File: src/rtl/mem_stage.sv
// mem_stage: memory pipeline stage between execute and writeback.
// Accepts one instruction per IDLE cycle. ALU-only ops and misaligned word
// accesses complete in one cycle. Loads/stores issue a single req/ack data
// memory access and hold the stage (mem_stall) until ack or watchdog abort.
// Ports:
//   clk, rst_n          clock, asynchronous active-low reset
//   ex_*                instruction from execute (held by upstream while mem_stall)
//   mem_stall           upstream hold
//   dmem_*              data memory request (req/we/addr/wdata/be out, ack/rdata in)
//   wb_*                registered result strobe to writeback
//   misalign_err        one-cycle pulse, misaligned word access dropped
//   bus_err             one-cycle pulse, access aborted by watchdog
module mem_stage #(
  parameter int unsigned REG_W   = 4,
  parameter int unsigned TIMEOUT = 16
) (
  input  logic             clk,
  input  logic             rst_n,
  input  logic             ex_valid,
  input  logic [31:0]      ex_alu_out,
  input  logic [31:0]      ex_store_data,
  input  logic [REG_W-1:0] ex_rd,
  input  logic             ex_reg_write,
  input  logic             ex_mem_read,
  input  logic             ex_mem_write,
  input  logic             ex_byte,
  output logic             mem_stall,
  output logic             dmem_req,
  output logic             dmem_we,
  output logic [31:0]      dmem_addr,
  output logic [31:0]      dmem_wdata,
  output logic [3:0]       dmem_be,
  input  logic             dmem_ack,
  input  logic [31:0]      dmem_rdata,
  output logic             wb_valid,
  output logic             wb_reg_write,
  output logic [REG_W-1:0] wb_rd,
  output logic [31:0]      wb_data,
  output logic             misalign_err,
  output logic             bus_err
);

  localparam int unsigned CNT_W = $clog2(TIMEOUT);
  localparam logic [CNT_W-1:0] CNT_MAX = CNT_W'(TIMEOUT - 1);

  typedef enum logic {IDLE, ACCESS} state_t;

  state_t           state_q;
  logic [CNT_W-1:0] cnt_q;
  logic             req_q, we_q;
  logic [31:0]      addr_q, wdata_q;
  logic [3:0]       be_q;
  logic             byte_q, regwr_q;
  logic [REG_W-1:0] rd_q;
  logic             wb_valid_q, wb_regwr_q, mis_q, berr_q;
  logic [REG_W-1:0] wb_rd_q;
  logic [31:0]      wb_data_q;

  logic             ex_mem;
  logic             ex_misaligned;
  logic [31:0]      lane_shift;
  logic [31:0]      load_data;

  assign ex_mem        = ex_mem_read | ex_mem_write;
  assign ex_misaligned = ex_mem & ~ex_byte & (ex_alu_out[1:0] != 2'b00);

  // addr_q is the captured address; it is only nonzero while the request is up,
  // which is exactly when the ack/byte-lane selection needs it.
  always_comb begin
    lane_shift = dmem_rdata >> {addr_q[1:0], 3'b000};
    load_data  = byte_q ? {24'h0, lane_shift[7:0]} : dmem_rdata;
  end

  always_ff @(posedge clk or negedge rst_n) begin
    if (!rst_n) begin
      state_q    <= IDLE;
      cnt_q      <= '0;
      req_q      <= 1'b0;
      we_q       <= 1'b0;
      addr_q     <= '0;
      wdata_q    <= '0;
      be_q       <= '0;
      byte_q     <= 1'b0;
      regwr_q    <= 1'b0;
      rd_q       <= '0;
      wb_valid_q <= 1'b0;
      wb_regwr_q <= 1'b0;
      wb_rd_q    <= '0;
      wb_data_q  <= '0;
      mis_q      <= 1'b0;
      berr_q     <= 1'b0;
    end else begin
      wb_valid_q <= 1'b0;
      mis_q      <= 1'b0;
      berr_q     <= 1'b0;
      unique case (state_q)
        IDLE: begin
          if (ex_valid) begin
            if (!ex_mem) begin
              wb_valid_q <= 1'b1;
              wb_regwr_q <= ex_reg_write;
              wb_rd_q    <= ex_rd;
              wb_data_q  <= ex_alu_out;
            end else if (ex_misaligned) begin
              wb_valid_q <= 1'b1;
              wb_regwr_q <= 1'b0;
              wb_rd_q    <= ex_rd;
              wb_data_q  <= ex_alu_out;
              mis_q      <= 1'b1;
            end else begin
              state_q <= ACCESS;
              cnt_q   <= '0;
              req_q   <= 1'b1;
              // read+write together behaves as a store
              we_q    <= ex_mem_write;
              addr_q  <= ex_alu_out;
              be_q    <= ex_byte ? (4'b0001 << ex_alu_out[1:0]) : 4'hF;
              wdata_q <= ex_byte ? {4{ex_store_data[7:0]}} : ex_store_data;
              byte_q  <= ex_byte;
              regwr_q <= ex_reg_write & ~ex_mem_write;
              rd_q    <= ex_rd;
            end
          end
        end
        ACCESS: begin
          if (dmem_ack || cnt_q == CNT_MAX) begin
            state_q    <= IDLE;
            req_q      <= 1'b0;
            we_q       <= 1'b0;
            addr_q     <= '0;
            wdata_q    <= '0;
            be_q       <= '0;
            wb_valid_q <= 1'b1;
            wb_rd_q    <= rd_q;
            if (dmem_ack) begin
              wb_regwr_q <= we_q ? 1'b0 : regwr_q;
              wb_data_q  <= we_q ? addr_q : load_data;
            end else begin
              wb_regwr_q <= 1'b0;
              berr_q     <= 1'b1;
            end
          end else begin
            cnt_q <= cnt_q + 1'b1;
          end
        end
        default: state_q <= IDLE;
      endcase
    end
  end

  assign mem_stall    = (state_q == ACCESS);
  assign dmem_req     = req_q;
  assign dmem_we      = we_q;
  assign dmem_addr    = addr_q;
  assign dmem_wdata   = wdata_q;
  assign dmem_be      = be_q;
  assign wb_valid     = wb_valid_q;
  assign wb_reg_write = wb_regwr_q;
  assign wb_rd        = wb_rd_q;
  assign wb_data      = wb_data_q;
  assign misalign_err = mis_q;
  assign bus_err      = berr_q;

endmodule

File: config.mk
export PLATFORM = sky130hd
export DESIGN_NAME = mem_stage
export DESIGN_NICKNAME = d
export VERILOG_FILES = /design/src/rtl/mem_stage.sv
export SDC_FILE = /design/constraint.sdc
export NUM_CORES = 1
export LEC_CHECK = 0
export CAP_MARGIN = 5
export CELL_PAD_IN_SITES_DETAIL_PLACEMENT = 1
export CELL_PAD_IN_SITES_GLOBAL_PLACEMENT = 1
export CORE_MARGIN = 2
export CORE_UTILIZATION = 31
export CTS_CLUSTER_DIAMETER = 100
export DETAILED_ROUTE_END_ITERATION = 8
export PLACE_DENSITY = 0.86
export SETUP_SLACK_MARGIN = 0.15
export SLEW_MARGIN = 25
export SYNTH_ARGS = -nofsm -noshare
export SYNTH_HDL_FRONTEND = slang
export SYNTH_SLANG_ARGS = --single-unit
export TNS_END_PERCENT = 1
File: constraint.sdc
create_clock -name clk -period 1.5 [get_ports clk]
set_input_delay 0.15 -clock clk [delete_from_list [all_inputs] [get_ports clk]]
set_output_delay 0.15 -clock clk [all_outputs]
set_load 0.02 [all_outputs]
# Yosys cells after proc, flatten, opt, wreduce, memory -nomap -nowiden
# Cells that the tools add are included.
# word_totals
latchBits,0
n_memories,0
in_bits,108
elab_cells,108
mem_bits_ro,0
regBits,121
out_inout_bits,111
mem_bits_rw,0
# classes
order_cmp,0
n_mul,0
n_mux,66
eq_ne,8
n_reduce_logical,7
bitwise_logic,8
n_addsub,1
shift,2
n_div,0
# op_table
operator,n
2-to-1 mux 32 bit,15
case mux 32 bit (2 select lines),3
2-to-1 mux 4 bit,13
right shift 32 x 5 -> 8 bit,1
2-to-1 mux 1 bit,27
case mux 4 bit (2 select lines),3
AND reduction 4 bit,4
"inequality test 2 bit, second input constant",5
case mux 1 bit (2 select lines),5
"adder 4 x 1 -> 4 bit, second input constant",1
"equality test 4 bit, second input constant",1
inverter 1 bit,4
"<< shifter 1 x 2 -> 4 bit, first input constant",1
AND 1 bit,3
"inequality test 3 bit, second input constant",1
AND reduction 3 bit,1
"inequality test 2 x 1 -> 1 bit, second input constant",1
nonzero test 2 bit,1
logical OR 1 bit,1
OR 1 bit,1

# Logic depth before layout (Yosys ltp)
# depth
depth_word,7
mapped_depth,7
mapped_depth_nobuf,5

# Least setup slack after synthesis
# Ideal clock, no wire load.
# synth_path
kind,reg2reg
startpoint,register state_q (netlist: mem_stall)
endpoint,register wb_data_q[22] (netlist: wb_data[22])
setup_time_ps,128
arrival_ps,1602
n_path_buf,3
t_required_ps,1372
stages_incl_launch_ff,6
path_slack_ps,-230
period_less_slack_ps,1730
cell_sequence,dfrtp_1 > buf_2 > buf_2 > buf_1 > a21oi_1 > mux2_1
# synth_between
elab_chain_len,3
elab_cells_between_ends,7
classes_between,eq/ne: 4; mux: 1; bitwise: 1; reduce/logical: 1
# synth_lines
item,line,rtl
"start, declared",48,state_t state_q;
"start signal, assigned",76,state_q <= IDLE;
"start signal, assigned",111,state_q <= ACCESS;
"start signal, assigned",127,state_q <= IDLE;
inverter 1 bit (no line),n/a,
inequality test 3 bit (no line) / inequality test 2 bit (equally long branches),n/a,
AND reduction 4 bit (no line),n/a,
"end signal, assigned",103,wb_data_q <= ex_alu_out;
"end signal, assigned",108,wb_data_q <= ex_alu_out;
"end signal, assigned",137,wb_data_q <= we_q ? addr_q : load_data;
"end, declared",57,logic [31:0] wb_data_q;
# Several ways; a longest one is shown, not always the timed one.
# A chain may end at the register's enable or synchronous reset.

# Worst setup path after layout
# layout_path
startpoint,register state_q (netlist: mem_stall)
endpoint,register wb_data_q[27] (netlist: wb_data[27])
# Same word-level chain as after synthesis.

==> flow_results.org <==
** Final layout
- The final layout contains 894 nets.
- Cells with a size suffix above 1 make up 22.2% of the layout.
- Post-route cell area :: 9470 sq um
- Layout filler cell count :: 1986
- Area used by multi-input combinational logic :: 2800 sq um
- From synthesis to final layout, the design area changed by 60.9%.
- Commonest non-fill, non-tap cells in the layout :: sky130_fd_sc_hd__dfrtp_1, sky130_fd_sc_hd__clkdlybuf4s50_1, sky130_fd_sc_hd__dlygate4sd2_1, sky130_fd_sc_hd__mux2i_1, sky130_fd_sc_hd__a21oi_1
- Registers take 3030 sq um.
- Most common library cell in the layout ignoring fill and taps :: sky130_fd_sc_hd__dfrtp_1
- Excluding fillers, the count of instances in the completed layout stands at 1034.

** Drt
- Metal3 WL :: 1120 um
- Once detail routing completed, the nets flagged for antenna violations numbered 0.
- Routed met1 length :: approximately 9700 um
- DRC violation count after routing :: 0
- Total number of vias :: about 5600
- The first routing iteration left about 250 violations.
- Routed wire per std cell :: about 23 um
- Met2 Wirelength :: 12000 um
- The highest layer touched by signal routing is met4.
- For this run, the detailed router's first-pass iteration total came to 7.
- For this block, the routed nets add up to 23600 um of wire.
- Dividing the detail-routed via count by the number of cells gives 5.43.

** Critical path
- In this run the worst setup path begins at mem_stall.
- STA classifies the critical path endpoint as a flip-flop.
- Arrival time at the worst endpoint :: ~1.9 ns
- Sort of element at the start of the critical path :: flip-flop
- Crit Path Category :: flip-flop to flip-flop
- The worst register-to-register path begins at mem_stall.
- In this run the worst path has a maximum fanout of 18.
- Data on the critical path is required at its endpoint by 1.81 ns.

** Clock tree
- CTS buffer count :: 17
- The clock reaches the later pin of the worst-skew pair after 0.43 ns.
- The root buffer cell chosen for the clock tree is sky130_fd_sc_hd__clkbuf_16.
- Max Root-Sink Buffers :: 2
- CTS H-tree lvls :: 4
- After clock tree synthesis, the clock-pin slew on the worst setup and hold paths is 0.06 ns.
- TritonCTS built the clock tree.
- CTS saw 121 sinks.

** Die
- In this run the count of I/O pins placed on the die edge is between 200 and 250.
- The floorplan has 50 rows.
- The die covers between 20000 and 25000 sq um.
- Measured along the x axis, the die boundary spans 142 um.
- Area of the core region :: 18600 sq um
- For this configuration, the core starts out at a cell density of 31.6%.
- The die is 142 um tall.

** Synth
- The share of the Yosys chip area taken by registers is between 50 and 60%.
- The mapped netlist covers slightly below 6000 sq um.
- Proportion of register bits with asynchronous set or reset after synthesis :: 100%
- Counting flops with a built-in enable in the synthesized netlist gives 0.
- The synthesized design contains 121 register bits.
- Cell count after synthesis :: 533
- A synthesized cell averages approximately 11 sq um.
- Number of warnings issued by yosys :: 0
- In the synthesized netlist the dominant register cell turns out to be sky130_fd_sc_hd__dfrtp_1.
- Synthesized netlist net count :: 642
- Yosys mapped the design onto 44 distinct sky130hd cell types.

** Global routing
- The total overflow left after global routing is 0.
- The first global-routing pass estimated 34900 um of wire.
- The number of global-route vias before repair came to 5965.
- The number of antenna violations at the first check in global routing was 2.
- Pin count of the biggest net entering global routing :: 52
- Global-route usage over all layers :: ~23%

** Placed design
- In this run the cell area measured after placement is ~8700 sq um.
- Final weighted congestion in routability-driven placement :: 0.833
- Hpwl dp :: around 16000 um
- The number of placed instances, taps included, is slightly below 1000.
- Port buffering added 218 buffers.

** STA
- Actual transition at the worst max-transition pin :: between 0.5 and 0.6 ns
- Setup violations remaining at the end of the flow were counted as 46.
- After layout, the minimum clock period comes to 1.55 ns.
- In the finished design, the share of the clock period the worst path needs comes to 103%.
- Measured against its own limit, the worst slew margin works out to 66.2%.
- The hold violation count in the final report was 0.
- Setup repair after global routing could not meet its margin everywhere.
- Total negative setup slack :: -1.14 ns
- Clock skew on the completed layout was measured at 0.00874 ns.
- Number of pins exceeding their max-slew limit in the final report :: 0
- Static timing analysis puts the maximum clock frequency at between 0.6 and 0.7 GHz.
- In the post-route analysis, the smallest setup slack over all paths is -0.0502 ns.

** Status
- Outcome :: complete, but fails checks
- The final reports fail on negative setup slack.

** Power
- Summed over all cells, the static leakage comes to 4.25 nW.
- Power density over the cells :: approximately 1500 nW/um^2
- IR analysis of the VDD net gives a maximum drop of 0.865 mV.
- Total power :: 14.0 mW

** Run
- Maximum Capacitance Violations :: 0

** Worst hold path
- Class of the worst hold path :: primary input to async pin
==> logic make-up after synthesis <==
logic type,after synthesis,synth area share (%)
adders and majority gates,1,0.213
DFF,121,51.4
muxes,86,15.6
buffers and inverters,53,4.21
and+or+nand+nor,99,7.72
AOI/OAI and AO/OA,170,20.3
xor gates and xnor gates,3,0.447
==> Yosys cell counts, drive strengths merged, types with 2 or more instances <==
cell type  instances  share of area, %
nor3               3              0.43
a21oi             42               3.6
a221o             31               5.3
buf               26               2.5
mux2i             49               8.5
o211ai             7              0.89
a211o              7               1.0
o21ai             32               2.7
nand3              4              0.34
nand2b             3              0.32
and3               8              0.85
or3                2              0.21
nor2b              2              0.21
a22o              13               1.9
o22ai              7              0.74
dfrtp            121                51
xor2               3              0.45
a22oi             23               2.9
mux2              37               7.1
inv                7              0.45
o21a               2              0.26
nand2             40               2.6
clkbuf            19               1.2
nor2              32               2.2
==> path summary, 6_finish.rpt <==
kind                           endpoint  slack, ns  cells past startpoint
setup / recovery            wb_data[27]      -0.05                      4
hold / removal                 wb_rd[3]       0.20                      2
setup reg to reg            wb_data[27]      -0.05                      4
hold reg to reg                dmem_req       0.49                      1
max in group asynchronous  dmem_addr[5]       0.71                      3
min in group clk                dmem_we       0.20                      2
==> flip-flops by register name, indices dropped and copies added (netlist names), 4 cells and up <==
| name | flops |
|---|---|
| wb_data | 32 |
| wb_rd | 4 |
| rd_q | 4 |
| dmem_addr | 32 |
| dmem_be | 4 |
| dmem_wdata | 32 |
| cnt_q | 4 |
==> power breakdown <==
part / internal [mW] / switching, mW / leakage, nW
combinational: 2.25 / 2.68 / 2.42
clock: 2.71 / 1.61 / 0.300
sequential: 4.05 / 0.672 / 1.53
==> area by class of cell <==
type / count / area share, %
flip-flops and latches: 121 / 32.0
inverters: 8 / 0.370
well taps: 234 / 3.09
clock buffers: 19 / 4.78
repair buffers: 277 / 28.4
multi-input cells: 360 / 29.5
diodes: 2 / 0.0529
clock inverters: 13 / 1.77
==> metal layers <==
| layer | vias to the layer above | global-route usage, % |
|---|---|---|
| li1 | 2497 | - |
| met1 | 2839 | 29.1 |
| met2 | 215 | 38.9 |
| met3 | 60 | 4.08 |
| met4 | 0 | 8.89 |
| met5 | - | 0 |
==> critical path, cell delays in order, from the launching register on <==
cell and delay, ns:
sky130_fd_sc_hd__dfrtp_4 0.46, sky130_fd_sc_hd__buf_8 0.15, sky130_fd_sc_hd__mux2i_4 0.26, sky130_fd_sc_hd__buf_12 0.20, sky130_fd_sc_hd__mux2_2 0.35
==> per-stage QoR <==
step | utilization, % | hold slack [ns] | setup WS [ns]
final | 50.8 | 0.196 | -0.0502
after global routing | 50.8 | 0.211 | -0.0770
after CTS | 50.3 | 0.180 | -0.0859
after detailed placement | 46.6 | 0.0995 | -0.467
after global placement | 46.6 | 0.0921 | -0.396
after floorplan | - | -0.146 | -0.180
==> what timing repair did <==
action                                 CTS  global route
gates cloned                             0             1
hold buffers                             1             0
endpoints found under the hold margin   21             0
resized for setup                      191            47
setup buffers                            4             2
setup endpoints to repair              229           145
pin swaps                               44            24
No activity file was read; power rests on OpenSTA's default activity.
